===== src/rtl/ps2_pkg.sv =====
// ---------------------------------------------------------------------------
// ps2_pkg
// Shared declarations for the PS/2 host-side blocks: the transmitter state
// encoding, common command bytes, default timing constants and the parity
// helper.
// ---------------------------------------------------------------------------
package ps2_pkg;

  // Transmitter phases, in the order a transfer walks through them
  typedef enum logic [2:0] {
    IDLE,
    INHIBIT,
    RTS,
    SHIFT,
    WAIT_IDLE
  } ps2_tx_state_e;

  // Frequently used host-to-keyboard commands and the keyboard acknowledge
  localparam logic [7:0] PS2_CMD_SET_LEDS = 8'hED;
  localparam logic [7:0] PS2_CMD_RESET    = 8'hFF;
  localparam logic [7:0] PS2_ACK          = 8'hFA;

  // Default timing, in system clock cycles
  localparam int PS2_INHIBIT_CYCLES_DEF = 13000;
  localparam int PS2_FILTER_CYCLES_DEF  = 1000;
  localparam int PS2_TIMEOUT_CYCLES_DEF = 50000;

  // PS/2 frames carry odd parity: the parity bit makes the total count of ones odd
  function automatic logic ps2OddParity(input logic [7:0] b);
    return ~^b;
  endfunction

endpackage


===== src/rtl/ps2_line_filter.sv =====
// ---------------------------------------------------------------------------
// ps2_line_filter
// Synchronises one raw PS/2 line into the clk_i domain and only lets the
// filtered level follow once the synchronised input has held its new value
// for FILTER_CYCLES consecutive cycles. One-cycle fall/rise strobes mark the
// cycle in which the filtered level changes. One instance per line; an
// instance may be shared with the scan-code receiver.
//
// Ports
//   clk_i    system clock
//   rst_ni   asynchronous active-low reset (filtered level resets high = idle bus)
//   line_i   raw line read back from the pad
//   level_o  filtered line level
//   fall_o   one-cycle strobe, filtered level went 1 -> 0
//   rise_o   one-cycle strobe, filtered level went 0 -> 1
// ---------------------------------------------------------------------------
module ps2_line_filter
  import ps2_pkg::*;
#(
  parameter int FILTER_CYCLES = PS2_FILTER_CYCLES_DEF
) (
  input  logic clk_i,
  input  logic rst_ni,
  input  logic line_i,
  output logic level_o,
  output logic fall_o,
  output logic rise_o
);

  localparam int CW = (FILTER_CYCLES > 1) ? $clog2(FILTER_CYCLES) : 1;
  localparam logic [CW-1:0] STABLE_LAST = CW'(FILTER_CYCLES - 1);

  logic [1:0]    sync_q;
  logic          level_q, level_d;
  logic [CW-1:0] stableCnt_q, stableCnt_d;
  logic          fall_q, fall_d;
  logic          rise_q, rise_d;

  // Stability counter: counts consecutive cycles in which the synchronised
  // input disagrees with the filtered level. Any agreement clears it, so a
  // glitch shorter than FILTER_CYCLES never reaches the output. The counter
  // stops at STABLE_LAST because it is cleared as soon as the level updates.
  always_comb begin
    level_d     = level_q;
    stableCnt_d = '0;
    fall_d      = 1'b0;
    rise_d      = 1'b0;
    if (sync_q[1] != level_q) begin
      if (stableCnt_q == STABLE_LAST) begin
        level_d = sync_q[1];
        fall_d  = level_q;
        rise_d  = ~level_q;
      end else begin
        stableCnt_d = stableCnt_q + 1'b1;
      end
    end
  end

  // Two-flop synchroniser for the asynchronous pad input, then the filter
  // state. Everything resets to the idle (released, high) bus level.
  always_ff @(posedge clk_i or negedge rst_ni) begin
    if (!rst_ni) begin
      sync_q      <= 2'b11;
      level_q     <= 1'b1;
      stableCnt_q <= '0;
      fall_q      <= 1'b0;
      rise_q      <= 1'b0;
    end else begin
      sync_q      <= {sync_q[0], line_i};
      level_q     <= level_d;
      stableCnt_q <= stableCnt_d;
      fall_q      <= fall_d;
      rise_q      <= rise_d;
    end
  end

  assign level_o = level_q;
  assign fall_o  = fall_q;
  assign rise_o  = rise_q;

endmodule


===== src/rtl/ps2_host_tx.sv =====
// ---------------------------------------------------------------------------
// ps2_host_tx
// Host-to-device PS/2 transmitter. Sends one command byte to the keyboard:
// inhibits the bus, issues request-to-send, shifts out 8 data bits (LSB
// first), odd parity and stop on falling edges of the device clock, then
// samples the device ACK. Both lines are driven open-drain through the
// *_drive_low outputs.
//
// Configuration macro: PS2_TX_TIMEOUT_EN
//   defined   - watchdog: if the device clock stalls for TIMEOUT_CYCLES in
//               RTS/SHIFT, or the bus does not return idle in WAIT_IDLE, the
//               transfer ends with tx_done_o and tx_err_o set.
//   undefined - no watchdog; the block waits indefinitely for the device.
//
// Ports
//   clk_i                 system clock
//   rst_ni                asynchronous active-low reset
//   tx_data_i[7:0]        command byte, latched on accept
//   tx_valid_i            request to send tx_data_i
//   tx_ready_o            high only in IDLE (and low while in reset)
//   kbd_clk_i             raw PS/2 clock line read back from the pad
//   kbd_data_i            raw PS/2 data line read back from the pad
//   kbd_clk_drive_low_o   1 = pull kbd_clk low, 0 = release
//   kbd_data_drive_low_o  1 = pull kbd_data low, 0 = release
//   tx_busy_o             high from accept until the done pulse
//   tx_done_o             one-cycle pulse at the end of every transfer
//   tx_err_o              valid with tx_done_o: no ACK or timeout
// ---------------------------------------------------------------------------
module ps2_host_tx
  import ps2_pkg::*;
#(
  parameter int INHIBIT_CYCLES = PS2_INHIBIT_CYCLES_DEF,
  parameter int FILTER_CYCLES  = PS2_FILTER_CYCLES_DEF,
  parameter int TIMEOUT_CYCLES = PS2_TIMEOUT_CYCLES_DEF
) (
  input  logic       clk_i,
  input  logic       rst_ni,
  input  logic [7:0] tx_data_i,
  input  logic       tx_valid_i,
  output logic       tx_ready_o,
  input  logic       kbd_clk_i,
  input  logic       kbd_data_i,
  output logic       kbd_clk_drive_low_o,
  output logic       kbd_data_drive_low_o,
  output logic       tx_busy_o,
  output logic       tx_done_o,
  output logic       tx_err_o
);

  // One cycle counter serves both the inhibit phase and the watchdog
  localparam int CNT_MAX = (INHIBIT_CYCLES > TIMEOUT_CYCLES) ? INHIBIT_CYCLES : TIMEOUT_CYCLES;
  localparam int CNT_W   = $clog2(CNT_MAX + 1);
  localparam logic [CNT_W-1:0] INHIBIT_LAST = CNT_W'(INHIBIT_CYCLES - 1);
`ifdef PS2_TX_TIMEOUT_EN
  localparam logic [CNT_W-1:0] TIMEOUT_LAST = CNT_W'(TIMEOUT_CYCLES - 1);
`endif

  ps2_tx_state_e    state_q, state_d;
  logic [CNT_W-1:0] cycleCnt_q, cycleCnt_d;
  logic [3:0]       bitCnt_q, bitCnt_d;
  logic [9:0]       frame_q, frame_d;
  logic             dataLow_q, dataLow_d;
  logic             ackErr_q, ackErr_d;
  logic             active_q;

  logic clkLevel, clkFall, clkRise;
  logic dataLevel, dataFall, dataRise;
  logic accept, txReady, done, timeoutErr;
  logic clkDriveLow, dataDriveLow;
  logic unusedStrobes;

  ps2_line_filter #(.FILTER_CYCLES(FILTER_CYCLES)) u_clk_filter (
    .clk_i   (clk_i),
    .rst_ni  (rst_ni),
    .line_i  (kbd_clk_i),
    .level_o (clkLevel),
    .fall_o  (clkFall),
    .rise_o  (clkRise)
  );

  ps2_line_filter #(.FILTER_CYCLES(FILTER_CYCLES)) u_data_filter (
    .clk_i   (clk_i),
    .rst_ni  (rst_ni),
    .line_i  (kbd_data_i),
    .level_o (dataLevel),
    .fall_o  (dataFall),
    .rise_o  (dataRise)
  );

  // Only the clock falling edge advances the transfer; the remaining
  // strobes exist for a receiver sharing these filter instances.
  assign unusedStrobes = clkRise ^ dataFall ^ dataRise;

  // tx_ready must stay low while reset is asserted even though the state
  // register already sits in IDLE, hence the separate out-of-reset flag.
  assign txReady = active_q & (state_q == IDLE);
  assign accept  = tx_valid_i & txReady;

  // Next-state and pad-drive logic. frame_q holds {stop, parity, data} and is
  // shifted right on each device clock fall, so bit 0 is always the next bit
  // to present. RTS waits for the released clock to read back high so the
  // fall caused by our own inhibit can never be mistaken for a device edge.
  always_comb begin
    state_d      = state_q;
    cycleCnt_d   = (cycleCnt_q == {CNT_W{1'b1}}) ? cycleCnt_q : cycleCnt_q + 1'b1;
    bitCnt_d     = bitCnt_q;
    frame_d      = frame_q;
    dataLow_d    = dataLow_q;
    ackErr_d     = ackErr_q;
    done         = 1'b0;
    timeoutErr   = 1'b0;
    clkDriveLow  = 1'b0;
    dataDriveLow = 1'b0;

    case (state_q)
      IDLE: begin
        cycleCnt_d = '0;
        bitCnt_d   = '0;
        dataLow_d  = 1'b0;
        if (accept) begin
          frame_d  = {1'b1, ps2OddParity(tx_data_i), tx_data_i};
          ackErr_d = 1'b0;
          state_d  = INHIBIT;
        end
      end

      INHIBIT: begin
        clkDriveLow  = 1'b1;
        dataDriveLow = (cycleCnt_q == INHIBIT_LAST);
        if (cycleCnt_q == INHIBIT_LAST) begin
          cycleCnt_d = '0;
          dataLow_d  = 1'b1;
          state_d    = RTS;
        end
      end

      RTS: begin
        dataDriveLow = 1'b1;
        bitCnt_d     = '0;
        if (clkLevel) begin
          cycleCnt_d = '0;
          state_d    = SHIFT;
        end
      end

      SHIFT: begin
        dataDriveLow = dataLow_q;
        if (clkFall) begin
          cycleCnt_d = '0;
          if (bitCnt_q != 4'd11) begin
            bitCnt_d = bitCnt_q + 4'd1;
          end
          if (bitCnt_q <= 4'd9) begin
            dataLow_d = ~frame_q[0];
            frame_d   = {1'b1, frame_q[9:1]};
          end else begin
            ackErr_d  = dataLevel;
            dataLow_d = 1'b0;
            state_d   = WAIT_IDLE;
          end
        end
      end

      WAIT_IDLE: begin
        if (clkLevel && dataLevel) begin
          done    = 1'b1;
          state_d = IDLE;
        end
      end

      default: begin
        state_d = IDLE;
      end
    endcase

`ifdef PS2_TX_TIMEOUT_EN
    // Watchdog overrides the normal flow: release the bus and finish with an error
    if (cycleCnt_q == TIMEOUT_LAST &&
        ((state_q == RTS) ||
         (state_q == SHIFT && !clkFall) ||
         (state_q == WAIT_IDLE && !(clkLevel && dataLevel)))) begin
      done         = 1'b1;
      timeoutErr   = 1'b1;
      clkDriveLow  = 1'b0;
      dataDriveLow = 1'b0;
      dataLow_d    = 1'b0;
      state_d      = IDLE;
    end
`endif
  end

  // State and datapath registers; reset returns to IDLE and thereby releases
  // both lines immediately through the decode above.
  always_ff @(posedge clk_i or negedge rst_ni) begin
    if (!rst_ni) begin
      state_q    <= IDLE;
      cycleCnt_q <= '0;
      bitCnt_q   <= '0;
      frame_q    <= '0;
      dataLow_q  <= 1'b0;
      ackErr_q   <= 1'b0;
      active_q   <= 1'b0;
    end else begin
      state_q    <= state_d;
      cycleCnt_q <= cycleCnt_d;
      bitCnt_q   <= bitCnt_d;
      frame_q    <= frame_d;
      dataLow_q  <= dataLow_d;
      ackErr_q   <= ackErr_d;
      active_q   <= 1'b1;
    end
  end

  assign tx_ready_o           = txReady;
  assign tx_busy_o            = (state_q != IDLE);
  assign tx_done_o            = done;
  assign tx_err_o             = timeoutErr | (done & ackErr_q);
  assign kbd_clk_drive_low_o  = clkDriveLow;
  assign kbd_data_drive_low_o = dataDriveLow;

endmodule


===== config.mk =====
export PLATFORM = sky130hd
export DESIGN_NAME = ps2_host_tx
export DESIGN_NICKNAME = d
export VERILOG_FILES = /design/src/rtl/ps2_pkg.sv /design/src/rtl/ps2_line_filter.sv /design/src/rtl/ps2_host_tx.sv
export SDC_FILE = /design/constraint.sdc
export NUM_CORES = 1
export LEC_CHECK = 0
export BUFFER_PORTS_ARGS = -buffer_cell sky130_fd_sc_hd__buf_4
export CORE_AREA = 4 4 82 84
export DETAILED_ROUTE_END_ITERATION = 8
export DIE_AREA = 0 0 86 88
export GPL_TIMING_DRIVEN = 0
export PLACE_DENSITY = 0.79
export SLEW_MARGIN = 20
export SYNTH_ARGS = -nofsm -noshare
export SYNTH_HDL_FRONTEND = slang
export SYNTH_SLANG_ARGS = --single-unit

===== constraint.sdc =====
create_clock -name clk_i -period 1.7 [get_ports clk_i]
set_input_delay 0.255 -clock clk_i [delete_from_list [all_inputs] [get_ports clk_i]]
set_output_delay 0.255 -clock clk_i [all_outputs]
set_load 0.1 [all_outputs]

* Yosys cells after proc, flatten, opt, wreduce, memory -nomap -nowiden
Index checks and enable logic that the tools add are counted.
** Cells by class
- $lt $le $gt $ge :: 1
- Equal/unequal tests :: 19
- Bitwise gates (word level) :: 4
- Add/sub/neg operators :: 4
- Reduce and logical (&&, ||, !) cells :: 15
- Mux-type cells :: 37
** Operators with widths (number)
- 10-bit two-way mux :: 7
- 16-bit two-way mux :: 4
- 16-bit one-hot mux with 4 select lines :: 1
- 10-bit by 1-bit adder with 10-bit output, second input constant :: 2
- 10-bit == test, second input constant :: 2
- 10-bit one-hot mux with 2 select lines :: 1
- 3-bit two-way mux :: 6
- 16-bit by 1-bit adder with 16-bit output, second input constant :: 1
- 16-bit by 14-bit == test with 1-bit output, second input constant :: 1
- 16-bit == test, second input constant :: 1
- 3-bit one-hot mux with 5 select lines :: 1
- 2-bit inequality test, second input constant :: 6
- 1-bit two-way mux :: 11
- 4-bit two-way mux :: 2
- 4-bit one-hot mux with 2 select lines :: 1
- 4-bit AND reduction :: 2
- 8-bit XNOR reduction :: 1
- 3-bit by 2-bit == test with 1-bit output, second input constant :: 2
- 1-bit one-hot mux with 3 select lines :: 2
- 3-bit AND reduction :: 2
- 6-bit AND reduction :: 1
- 3-bit nonzero test :: 2
- 4-bit by 1-bit adder with 4-bit output, second input constant :: 1
- 4-bit less-or-equal comparator, second input constant :: 1
- other kinds (13) :: 19
** Storage, ports and cells
- Logic and storage cells :: 94
- Output and inout bits :: 6
- Flip-flop bits (word level) :: 63

* Depth between registers and ports, before layout
Gate-level depths: netlist of run 1.
- Depth after elaboration :: 5
- Depth in mapped cells :: 8
- Gate-level depth less buffers :: 7

* Modules after synthesis
From an unflattened synthesis of run 1, not the netlist that was laid out.
** Unflattened totals
- Cells, all modules :: 357
- Area total of the unflattened synthesis :: 3611.0 sq um
** By module, submodules not included
- ps2_host_tx :: area an instance 2244.7 sq um, cells an instance 237, seq. area each 900.9 sq um, times used 1
- ps2_line_filter :: area an instance 683.2 sq um, cells an instance 60, seq. area each 379.1 sq um, times used 2

* Worst setup path after synthesis of run 1
Ideal clock, no wire load.
- Kind :: register to output
- Start point :: register state_q[1]
- End point :: output port tx_err_o
- Slack :: -3.179 ns
- Stages on the path, launching flop included :: 4
- Arrival :: 4.624 ns
- Path buffers :: 1
- Path through :: dfrtp_1 -> clkbuf_1 -> nor4_1 -> and2_1
** Between the ends
- Longest elaborated chain between the ends :: 3
** Ends and longest elaborated chain
- start, declared :: RTL line ps2_host_tx.sv:58 : ps2_tx_state_e state_q, state_d;
- start signal, assigned :: RTL line ps2_host_tx.sv:204 : state_q <= state_d;
- 3-bit == test :: RTL line ps2_host_tx.sv:115 : case (state_q)
- 1-bit two-way mux :: RTL line ps2_host_tx.sv:115
- net tx_done_o :: RTL line ps2_host_tx.sv:46 : output logic tx_done_o,
- 1-bit AND :: RTL line ps2_host_tx.sv:217 : assign tx_err_o = timeoutErr | (done & ackErr_q);
- end, declared :: RTL line ps2_host_tx.sv:47 : output logic tx_err_o
The timed path passes the listed nets, and every way through them passes these cells.

* Worst setup path in the final report of run 1
- Start point :: register cycleCnt_q[15]
- End point :: output port kbd_data_drive_low_o
** Between the ends
- Longest elaborated chain between the ends :: 2
** Ends and longest elaborated chain
- start, declared :: RTL line ps2_host_tx.sv:59 : logic [CNT_W-1:0] cycleCnt_q, cycleCnt_d;
- start signal, assigned :: RTL line ps2_host_tx.sv:205 : cycleCnt_q <= cycleCnt_d;
- 16-bit by 14-bit == test with 1-bit output :: RTL line ps2_host_tx.sv:129 : dataDriveLow = (cycleCnt_q == INHIBIT_LAST);
- 1-bit one-hot mux with 3 select lines :: RTL line ps2_host_tx.sv:115
- end, declared :: RTL line ps2_host_tx.sv:44 : output logic kbd_data_drive_low_o,
No other way between the ends.

==> results.sh, run 1 <==
export IMPL_outcome="finished, violations left"
export IMPL_failed_checks="hold timing, setup timing"
export IMPL_dr_total_vias=2642
export IMPL_setup_viol=21
export IMPL_route_detailed_vias_per_inst=5.65
export IMPL_slowest_stage_cell_cp="sky130_fd_sc_hd__dfrtp_1"
export IMPL_yosys_warnings=0
export IMPL_postSynthNetCount=347
export IMPL_timing_max_cap_violations=0
export IMPL_dr_first_iter_drc_count=170
export IMPL_timing_slew_headroom=0.479
export IMPL_flow_area_growth_from_synthesis_pct=30.3
export IMPL_htree_num_levels=3
export IMPL_die_h_um=88
export IMPL_critical_path_peak_fanout=5
export IMPL_timing_final_crit_share=1.27
export IMPL_p_per_area_nw_per_um2=758
export IMPL_hold_path_class="in -> async"
export IMPL_cts_buffer_depth=2
export IMPL_maxClockFrequency_mhz=464
export IMPL_synth_edff_count=0
export IMPL_fraction_of_synthesis_flops_using_an_asynchronous_set_or_reset_pin=1.00
export IMPL_netlist_cell_type_count=49
export IMPL_finalHoldViolCount=10
export IMPL_worst_hold_slack_ns=-0.00500
export IMPL_flops_latches_synth=63
export IMPL_clkSlewWorstSetupHoldPaths_ns=0.08
export IMPL_synth_sequential_area_ratio=0.499
export IMPL_timing_critical_path_buf_inv=1
export IMPL_fin_crit_ns=2.16
export IMPL_cp_required_ns=1.44
export IMPL_io_buffer_count=18
export IMPL_maximum_vdd_drop_mv=0.468
export IMPL_arrival_ns=1.90
export IMPL_synthesis_instances=328
export IMPL_grt_overflow_total=0
export IMPL_power_leakage_nw=1.82
export IMPL_drtPass1Iterations=4
export IMPL_cts_buffers_inserted=9
export IMPL_antenna_diode_count=0
export IMPL_grt_pass1_vias=2530
export IMPL_fp_coreArea_um2=5920
export IMPL_placementRows=28
export IMPL_wire_per_inst_um=15.4
export IMPL_track_usage=0.194
export IMPL_worst_pin_slew_ns=0.782
export IMPL_fp_dieArea_um2=7570
export IMPL_timing_critical_path_to_type="output pin"
export IMPL_grt_start_max_net_pins=64
export IMPL_rsz0062_at_grt="true"
export IMPL_synthesis_area_um2=3180
export IMPL_ant_nets=0
export IMPL_boundaryPins=19
export IMPL_design_final_nets=408
export IMPL_cts_tree="yes"
export IMPL_die_width_um=86
export IMPL_starting_density_of_the_core=0.536
export IMPL_cts_hold_repair_buffers=0
export IMPL_grt_antenna_before_repair=0
export IMPL_hpwl_mm=4.10
export IMPL_clkLatencyLatePin_ns=0.35
export IMPL_fin_util=0.699
export IMPL_crit_path_max_incr_delay_ns=0.42
export IMPL_tritoncts_num_sinks=63
export IMPL_synth_area_per_cell_um2=9.68
export IMPL_nFillCells=410
export IMPL_clock_root_buffer="sky130_fd_sc_hd__clkbuf_8"
export IMPL_crit_path_launch="cycleCnt_q[15]"
export IMPL_preCtsSetupSlack_ns=-0.288
export IMPL_post_route_drc_count=0
export IMPL_worst_slack_setup_final_ns=-0.457
export IMPL_reg2reg_from="cycleCnt_q[15]"
export IMPL_timing_worst_setup_path_type="reg -> out"
export IMPL_crit_path_start_kind="register"
export IMPL_slew_viol_final=0
export IMPL_path_cells="and4bb_1, and4_4, or2b_1, a21oi_4, buf_12"
export IMPL_drive_above_1_share=0.300
export IMPL_grt_first_pass_wirelength_mm=11.6
export IMPL_wirelength_mm=7.23
export IMPL_cpLargestDelayFamily="simple AND/OR/NAND/NOR gates"
export IMPL_place_congestion=0.856
export IMPL_fin_worst_skew_ns=0.0146
export IMPL_synth_flop_cell="sky130_fd_sc_hd__dfrtp_1"
==> routing by layer <==
layer  GRT usage  vias to the layer above  share of wire  routed length [um]
met5           0                        -              0                   0
met4      0.0806                        0          0.020                 148
met3      0.0461                       19          0.042                 305
met2       0.314                       62           0.51                3690
met1       0.250                     1311           0.43                3090
li1            -                     1250              -                   -
==> per-stage QoR <==
| step | hold slack (ns) | power, W | TNS [ns] | cells | instance area [um2] |
|---|---|---|---|---|---|
| finish | -0.00500 | 0.00314 | -2.39 | 468 | 4140 |
| global route | 0.00234 | 0.00324 | -4.28 | 468 | 4140 |
| CTS | 0.00827 | 0.00315 | -3.16 | 454 | 3900 |
| detailed placement | 0.347 | 0.00169 | -3.44 | 421 | 3450 |
| global placement | 0.347 | 0.00168 | -2.63 | 421 | 3450 |
| floorplan | -0.0406 | 0.00162 | -1.42 | 328 | 3220 |
==> state kept, by name, indices dropped and copies added, names as in the netlist, 2 cells and up <==
signal / count
u_data_filter.sync_q: 2
bitCnt_q: 4
u_clk_filter.stableCnt_q: 10
frame_q: 10
state_q: 3
u_data_filter.stableCnt_q: 10
u_clk_filter.sync_q: 2
cycleCnt_q: 16
==> Yosys cell counts (2+ instances only) <==
| cell | n | area (um2) |
|---|---|---|
| sky130_fd_sc_hd__nor4_1 | 2 | 12.5 |
| sky130_fd_sc_hd__mux2i_1 | 3 | 30.0 |
| sky130_fd_sc_hd__ha_1 | 6 | 75.1 |
| sky130_fd_sc_hd__nor3_1 | 11 | 55.1 |
| sky130_fd_sc_hd__buf_4 | 2 | 15.0 |
| sky130_fd_sc_hd__a31oi_1 | 10 | 62.6 |
| sky130_fd_sc_hd__nand3b_1 | 3 | 22.5 |
| sky130_fd_sc_hd__nand4_1 | 7 | 43.8 |
| sky130_fd_sc_hd__nor2_1 | 56 | 210 |
| sky130_fd_sc_hd__a21oi_1 | 8 | 40.0 |
| sky130_fd_sc_hd__mux2_2 | 3 | 33.8 |
| sky130_fd_sc_hd__clkbuf_1 | 4 | 15.0 |
| sky130_fd_sc_hd__xnor2_1 | 25 | 219 |
| sky130_fd_sc_hd__a211oi_1 | 3 | 22.5 |
| sky130_fd_sc_hd__a311oi_1 | 2 | 17.5 |
| sky130_fd_sc_hd__and3_1 | 10 | 62.6 |
| sky130_fd_sc_hd__dfrtp_1 | 57 | 1430 |
| sky130_fd_sc_hd__dfstp_2 | 6 | 158 |
| sky130_fd_sc_hd__o31ai_1 | 2 | 15.0 |
| sky130_fd_sc_hd__nand2_1 | 40 | 150 |
| sky130_fd_sc_hd__xor2_1 | 10 | 87.6 |
| sky130_fd_sc_hd__o21ai_0 | 7 | 35.0 |
| sky130_fd_sc_hd__a31o_2 | 2 | 17.5 |
| sky130_fd_sc_hd__and2_1 | 5 | 31.3 |
| sky130_fd_sc_hd__or4_1 | 2 | 15.0 |
| sky130_fd_sc_hd__inv_1 | 9 | 33.8 |
| sky130_fd_sc_hd__and4_1 | 3 | 26.3 |
| sky130_fd_sc_hd__nand3_1 | 9 | 45.0 |
==> logic make-up (layout without fill, tap and decap cells) <==
group	after synthesis	after routing	share of synthesized area
other	1	1	0.00118
adders and majority gates	6	6	0.0236
AOI/OAI and AO/OA	42	42	0.0946
xor gates and xnor gates	35	35	0.0965
buffers and inverters	17	82	0.0252
and+or+nand+nor	158	158	0.240
DFF	63	63	0.499
muxes	6	6	0.0201
==> placed cells by master, fill, tap and decap left out, types with 5 or more instances in the layout <==
master                      n
sky130_fd_sc_hd__nor2_1    53
sky130_fd_sc_hd__dfrtp_1   52
sky130_fd_sc_hd__buf_4     38
sky130_fd_sc_hd__nand2_1   36
sky130_fd_sc_hd__xnor2_1   25
sky130_fd_sc_hd__buf_6     14
sky130_fd_sc_hd__clkbuf_8  11
sky130_fd_sc_hd__a31oi_1   10
sky130_fd_sc_hd__xor2_1    10
sky130_fd_sc_hd__inv_1      9
sky130_fd_sc_hd__nor3_1     9
sky130_fd_sc_hd__nand3_1    8
sky130_fd_sc_hd__and3_1     8
sky130_fd_sc_hd__nand4_1    7
sky130_fd_sc_hd__a21oi_1    7
sky130_fd_sc_hd__o21ai_0    7
sky130_fd_sc_hd__dfstp_2    6
sky130_fd_sc_hd__ha_1       5
sky130_fd_sc_hd__dfrtp_2    5
sky130_fd_sc_hd__buf_12     5
==> layout make-up <==
type / count / area [um2] / share of cell area
Buffer: 7 / 65.1 / 0.0157
Clock buffer: 12 / 155 / 0.0375
Clock inverter: 3 / 67.6 / 0.0163
Inverter: 9 / 33.8 / 0.00816
Multi-Input combinational cell: 248 / 1650 / 0.399
Sequential cell: 63 / 1590 / 0.384
Tap cell: 75 / 93.8 / 0.0227
Timing Repair Buffer: 51 / 483 / 0.117
==> power by group <==
group / switching, W / internal (W) / leakage (nW)
registers: 0.0000130 / 0.00152 / 0.771
logic: 0.0000710 / 0.0000548 / 0.936
clock network: 0.000580 / 0.000899 / 0.109
==> worst paths after layout <==
check                                               end  slack [ns]  cells after the start
max                                kbd_data_drive_low_o       -0.46                      5
min                        u_data_filter.stableCnt_q[6]      -0.005                      1
max reg2reg                              cycleCnt_q[14]       -0.13                      8
min reg2reg                      u_clk_filter.sync_q[1]        0.36                      0
max in group asynchronous                cycleCnt_q[14]        1.14                      1
min in group clk_i              u_data_filter.sync_q[0]        0.02                      1
==> timing repair <==
item                       in CTS  in global routing
cloned                          1                  0
pin swaps                       6                 12
resized for setup              27                 39
setup endpoints to repair      32                 46
setup buffers                  17                 16
No activity file was read; power rests on OpenSTA's default activity.
==> run 2: changes to the inputs <==
BUFFER_PORTS_ARGS = -buffer_cell sky130_fd_sc_hd__buf_2   (was -buffer_cell sky130_fd_sc_hd__buf_4)
==> run 2 against run 1 <==
Effect of this change: the flow still finishes with violations (hold timing, setup timing); global-route usage decreased by 0.66 points; sequential power about the same; first-iteration DRC count decreased by 0.59%; count of clock-buffer cells in the layout increased by 1; setup slack got worse by 0.036 ns; sequential share of layout area increased by 1.4 points; register-to-register slack got worse by 0.05 ns; non-clock buffer count decreased by 8; clock power decreased by 11%; combinational power about the same.
==> results.sh, run 2 (synthesis gave the netlist of run 1 again) <==
export IMPL_top_signal_layer_used="met4"
export IMPL_cts_tree="yes"
export IMPL_arrival_ns=1.94
export IMPL_fp_coreArea_um2=5920
export IMPL_post_route_drc_count=0
export IMPL_worst_pin_slew_ns=0.806
export IMPL_failed_checks="hold timing, setup timing"
export IMPL_ant_nets=0
export IMPL_nFillCells=418
export IMPL_design_power_total_w=0.00298
export IMPL_crit_path_start_kind="register"
export IMPL_layout_commonest_cell="sky130_fd_sc_hd__dfrtp_1"
export IMPL_critical_path_peak_fanout=3
export IMPL_outcome="finished, violations left"
export IMPL_place_congestion=0.815
export IMPL_placementRows=28
export IMPL_maxClockFrequency_mhz=456
export IMPL_timing_slew_headroom=0.463
export IMPL_timing_rr_end="cycleCnt_q[9]"
export IMPL_starting_density_of_the_core=0.536
export IMPL_flow_area_growth_from_synthesis_pct=25.6
export IMPL_drtPass1Iterations=4
export IMPL_reg2reg_from="cycleCnt_q[1]"
export IMPL_worst_hold_slack_ns=-0.0246
export IMPL_hpwl_mm=4.01
export IMPL_slew_viol_final=0
export IMPL_drive_above_1_share=0.272
export IMPL_p_per_area_nw_per_um2=747
export IMPL_grt_start_max_net_pins=64
export IMPL_setup_reg_to_reg_worst_slack_ns=-0.18
export IMPL_rsz0062_at_grt="true"
export IMPL_worst_slack_setup_final_ns=-0.493
export IMPL_timing_max_cap_violations=0
export IMPL_boundaryPins=19
export IMPL_final_cell_mix="sky130_fd_sc_hd__dfrtp_1 (55), sky130_fd_sc_hd__nor2_1 (48), sky130_fd_sc_hd__nand2_1 (36), sky130_fd_sc_hd__xnor2_1 (25), sky130_fd_sc_hd__buf_4 (18)"
export IMPL_clkLatencyLatePin_ns=0.34
export IMPL_dr_total_vias=2577
export IMPL_timing_critical_path_to="kbd_data_drive_low_o"
export IMPL_setup_viol=21
export IMPL_r2r_worst_path_cells=8
export IMPL_die_width_um=86
export IMPL_wirelength_mm=6.85
export IMPL_fp_dieArea_um2=7570
export IMPL_wl_met1_mm=3.05
export IMPL_fin_worst_skew_ns=0.0102
export IMPL_track_usage=0.187
export IMPL_detailroute_wirelength_met3_um=324
export IMPL_grt_first_pass_wirelength_mm=11.0
export IMPL_grt_pass1_vias=2401
export IMPL_wire_per_inst_um=14.9
export IMPL_grt_antenna_before_repair=0
export IMPL_max_flop_register="cycleCnt_q"
export IMPL_wl_met2_mm=3.30
export IMPL_die_h_um=88
export IMPL_cp_required_ns=1.44
export IMPL_design_final_nets=400
export IMPL_grt_overflow_total=0
export IMPL_tritoncts_num_sinks=63
export IMPL_route_detailed_vias_per_inst=5.59
export IMPL_cts_buffers_inserted=9
export IMPL_finalHoldViolCount=14
export IMPL_timing_worst_setup_path_type="reg -> out"
export IMPL_cts_buffer_depth=2
export IMPL_power_leakage_nw=1.73
export IMPL_crit_path_launch="cycleCnt_q[1]"
export IMPL_hold_path_class="in -> async"
export IMPL_clock_root_buffer="sky130_fd_sc_hd__clkbuf_8"
export IMPL_io_buffer_count=18
export IMPL_timing_critical_path_to_type="output pin"
export IMPL_setup_tns_final_ns=-3.60
export IMPL_timing_final_crit_share=1.29
export IMPL_dr_first_iter_drc_count=169
export IMPL_maximum_vdd_drop_mv=0.539
export IMPL_antenna_diode_count=0
export IMPL_htree_num_levels=3
export IMPL_fin_util=0.674
export IMPL_max_reg_flops=16
export IMPL_fin_crit_ns=2.19
export IMPL_clkSlewWorstSetupHoldPaths_ns=0.07
==> run 2: cell count changes in the layout (fill, tap and decap cells not counted), sizes merged <==
cell,change
dlygate4sd3,+2
buf,-11
clkbuf,+2
bufinv,-1
clkinv,+1
==> run 2: how the worst min path moves through the flow <==
stage / startpoint / slack (ns) / endpoint
after global placement: u_clk_filter.sync_q[0] / 0.35 / u_clk_filter.sync_q[1]
after detailed placement: u_clk_filter.sync_q[0] / 0.35 / u_clk_filter.sync_q[1]
after global routing: rst_ni / 0.06 / u_data_filter.stableCnt_q[9]
after CTS: kbd_clk_i / 0.003 / u_clk_filter.sync_q[0]
final: rst_ni / -0.02 / u_data_filter.stableCnt_q[8]
after floorplan: rst_ni / -0.04 / ackErr_q
==> run 2: final cells by class <==
type / instances / area (um2) / share of cell area
Clock buffer: 13 / 159 / 0.0398
Multi-Input combinational cell: 248 / 1630 / 0.408
Tap cell: 75 / 93.8 / 0.0235
Clock inverter: 3 / 42.5 / 0.0107
Buffer: 8 / 66.3 / 0.0166
Sequential cell: 63 / 1590 / 0.398
Timing Repair Buffer: 42 / 379 / 0.0950
Inverter: 9 / 33.8 / 0.00847
==> run 2: per-stage QoR <==
| step | setup slack (ns) | area, um2 | instances | hold WS, ns |
|---|---|---|---|---|
| 4_1_cts | -0.511 | 3830 | 450 | 0.00276 |
| 3_3_place_gp | -0.394 | 3410 | 421 | 0.346 |
| 3_5_place_dp | -0.414 | 3410 | 421 | 0.347 |
| 6_report | -0.493 | 3990 | 461 | -0.0246 |
| 5_1_grt | -0.551 | 3990 | 461 | 0.0585 |
| 2_1_floorplan | -0.788 | 3220 | 328 | -0.0406 |
==> run 2: where the power goes <==
group          internal, W  total (W)  switching, W
clock             0.000756    0.00132      0.000567
combinational    0.0000501   0.000124     0.0000744
sequential         0.00152    0.00153     0.0000119
total              0.00233    0.00298      0.000653
==> run 2: metal layers <==
layer | up-vias | GRT usage
met5 | - | 0
met4 | 0 | 0.0950
met3 | 17 | 0.0423
met2 | 85 | 0.294
met1 | 1239 | 0.244
li1 | 1236 | -
==> run 2: repair_timing <==
item | in CTS | in global routing
cloned | 1 | 1
endpoints found under the setup margin | 32 | 46
gates resized for setup | 37 | 27
setup buffers | 11 | 10
hold buffers | 1 | 1
endpoints found under the hold margin | 1 | 1
pin swaps | 5 | 10
==> run 2: critical path, cell delays in order, from the launching register on <==
cell                      delay (ns)
sky130_fd_sc_hd__dfrtp_1        0.38
sky130_fd_sc_hd__ha_2           0.21
sky130_fd_sc_hd__and3_4         0.19
sky130_fd_sc_hd__and4_4         0.22
sky130_fd_sc_hd__or2b_1         0.26
sky130_fd_sc_hd__a21oi_4        0.16
sky130_fd_sc_hd__buf_12         0.19
==> run 3: changes to the inputs <==
PLACE_DENSITY = 0.74   (was 0.79)
RECOVER_POWER = 100   (was not set)
==> run 3 against run 2 <==
Effect of this change: count of clock-buffer cells in the layout unchanged; first-iteration DRC count decreased by 33%; the flow finishes with violations (setup timing); hold slack improved by 0.20 ns; routed wire length increased by 4.3%; clock power increased by 4%; maximum frequency increased by 2.1%; highest routed layer unchanged; largest power group unchanged.
==> results.sh, run 3 (synthesis gave the netlist of run 1 again) <==
export IMPL_failed_checks="setup timing"
export IMPL_fp_dieArea_um2=7570
export IMPL_clkSlewWorstSetupHoldPaths_ns=0.07
export IMPL_timing_final_crit_share=1.26
export IMPL_grt_first_pass_wirelength_mm=12.3
export IMPL_reg2reg_from="cycleCnt_q[15]"
export IMPL_dp_cells=422
export IMPL_max_flop_register="cycleCnt_q"
export IMPL_outcome="finished, violations left"
export IMPL_timing_critical_path_to_type="output pin"
export IMPL_timing_max_cap_violations=0
export IMPL_die_h_um=88
export IMPL_cp_required_ns=1.44
export IMPL_preCtsSetupSlack_ns=-0.442
export IMPL_worst_pin_slew_ns=0.578
export IMPL_io_buffer_count=18
export IMPL_slew_viol_final=0
export IMPL_post_route_drc_count=0
export IMPL_ant_nets=0
export IMPL_placementRows=28
export IMPL_power_leakage_nw=1.80
export IMPL_rsz0062_at_grt="true"
export IMPL_layout_cell_area_non_filler_um2=4060
export IMPL_setup_tns_final_ns=-2.42
export IMPL_max_reg_flops=16
export IMPL_hold_path_class="in -> reg"
export IMPL_maximum_vdd_drop_mv=0.645
export IMPL_track_usage=0.209
export IMPL_r2r_worst_path_cells=8
export IMPL_drive_above_1_share=0.285
export IMPL_timing_critical_path_to="kbd_data_drive_low_o"
export IMPL_design_final_nets=414
export IMPL_slowest_stage_cell_cp="sky130_fd_sc_hd__dfrtp_1"
export IMPL_cts_buffer_depth=2
export IMPL_timing_slew_headroom=0.615
export IMPL_layout_commonest_cell="sky130_fd_sc_hd__nor2_1"
export IMPL_setup_viol=21
export IMPL_hpwl_mm=4.24
export IMPL_dr_first_iter_drc_count=113
export IMPL_wirelength_mm=7.14
export IMPL_fin_worst_skew_ns=0.00719
export IMPL_fin_util=0.686
export IMPL_place_congestion=0.850
export IMPL_clkLatencyLatePin_ns=0.35
export IMPL_path_cells="and4bb_1, and4_4, or2b_1, a21oi_4, buf_12"
export IMPL_placed_area_um2=3430
export IMPL_htree_num_levels=3
export IMPL_dr_total_vias=2653
export IMPL_cts_tree="yes"
export IMPL_antenna_diode_count=0
export IMPL_grt_pass1_vias=2689
export IMPL_final_cell_mix="sky130_fd_sc_hd__nor2_1 (53), sky130_fd_sc_hd__dfrtp_1 (52), sky130_fd_sc_hd__nand2_1 (36), sky130_fd_sc_hd__buf_4 (31), sky130_fd_sc_hd__xnor2_1 (25)"
export IMPL_p_per_area_nw_per_um2=744
export IMPL_crit_path_max_incr_delay_ns=0.42
export IMPL_die_width_um=86
export IMPL_starting_density_of_the_core=0.536
export IMPL_route_detailed_vias_per_inst=5.59
export IMPL_crit_path_start_kind="register"
export IMPL_tritoncts_num_sinks=63
export IMPL_grt_overflow_total=0
export IMPL_boundaryPins=19
export IMPL_grt_antenna_before_repair=0
export IMPL_critical_path_peak_fanout=5
export IMPL_grt_start_max_net_pins=42
export IMPL_timing_rr_end="cycleCnt_q[5]"
export IMPL_drtPass1Iterations=4
export IMPL_cts_buffers_inserted=9
export IMPL_setup_reg_to_reg_worst_slack_ns=-0.13
export IMPL_nFillCells=440
export IMPL_fin_crit_ns=2.15
export IMPL_finalHoldViolCount=0
export IMPL_worst_slack_setup_final_ns=-0.448
export IMPL_flow_area_growth_from_synthesis_pct=27.9
export IMPL_fp_coreArea_um2=5920
export IMPL_arrival_ns=1.89
export IMPL_wire_per_inst_um=15.0
export IMPL_clock_root_buffer="sky130_fd_sc_hd__clkbuf_8"
export IMPL_finalNonFillerCells=475
export IMPL_maxClockFrequency_mhz=466
export IMPL_crit_path_launch="cycleCnt_q[15]"
export IMPL_timing_worst_setup_path_type="reg -> out"
-- run 3: cell type report --
| class | count | area, um2 | share of cell area |
|---|---|---|---|
| clock inverter | 3 | 40.0 | 0.00986 |
| tap | 75 | 93.8 | 0.0231 |
| inverter | 9 | 33.8 | 0.00832 |
| sequential | 63 | 1590 | 0.391 |
| timing repair buffer | 57 | 472 | 0.116 |
| clock buffer | 13 | 169 | 0.0416 |
| buffer | 7 | 58.8 | 0.0145 |
| multi-input combinational | 248 | 1610 | 0.395 |
-- run 3: worst min path at each step --
| stage | endpoint | cells past startpoint | start |
|---|---|---|---|
| after global routing | frame_q[3] | 3 | tx_data_i[3] |
| final | frame_q[6] | 3 | tx_data_i[6] |
| after floorplan | ackErr_q | 0 | rst_ni |
| after detailed placement | u_data_filter.stableCnt_q[6] | 1 | rst_ni |
| after global placement | u_clk_filter.sync_q[1] | 0 | u_clk_filter.sync_q[0] |
| after CTS | frame_q[6] | 3 | tx_data_i[6] |
-- run 3: critical path, delay by kind of cell (launching register included) --
kind | cells | cell delay, ns
simple gates | 3 | 0.80
flops | 1 | 0.42
buf+inv | 1 | 0.19
compound gates | 1 | 0.15
-- run 3: through the flow --
step / hold WS, ns / total power (W)
2_1_floorplan: -0.0406 / 0.00162
3_3_place_gp: 0.347 / 0.00168
3_5_place_dp: 0.173 / 0.00168
4_1_cts: 0.170 / 0.00305
5_1_grt: 0.180 / 0.00314
6_report: 0.173 / 0.00302
-- run 3: timing repair --
action	in CTS	in global routing
gates cloned	1	1
buffers inserted	19	14
resized for setup	34	29
hold buffers	3	0
endpoints found under the hold margin	24	0
endpoints found under the setup margin	32	47
pin swaps	5	9
-- run 3: per-layer routing --
layer  track usage  part of all wire
met5             0                 0
met4        0.0633             0.020
met3        0.0677             0.048
met2         0.357              0.52
met1         0.252              0.42
-- run 3: where the power goes --
| part | internal (W) | total, W | switching, W | leakage (nW) |
|---|---|---|---|---|
| Clock | 0.000793 | 0.00137 | 0.000574 | 0.109 |
| Sequential | 0.00152 | 0.00153 | 0.0000127 | 0.772 |
| Combinational | 0.0000526 | 0.000125 | 0.0000723 | 0.919 |
| Total | 0.00237 | 0.00302 | 0.000659 | 1.80 |
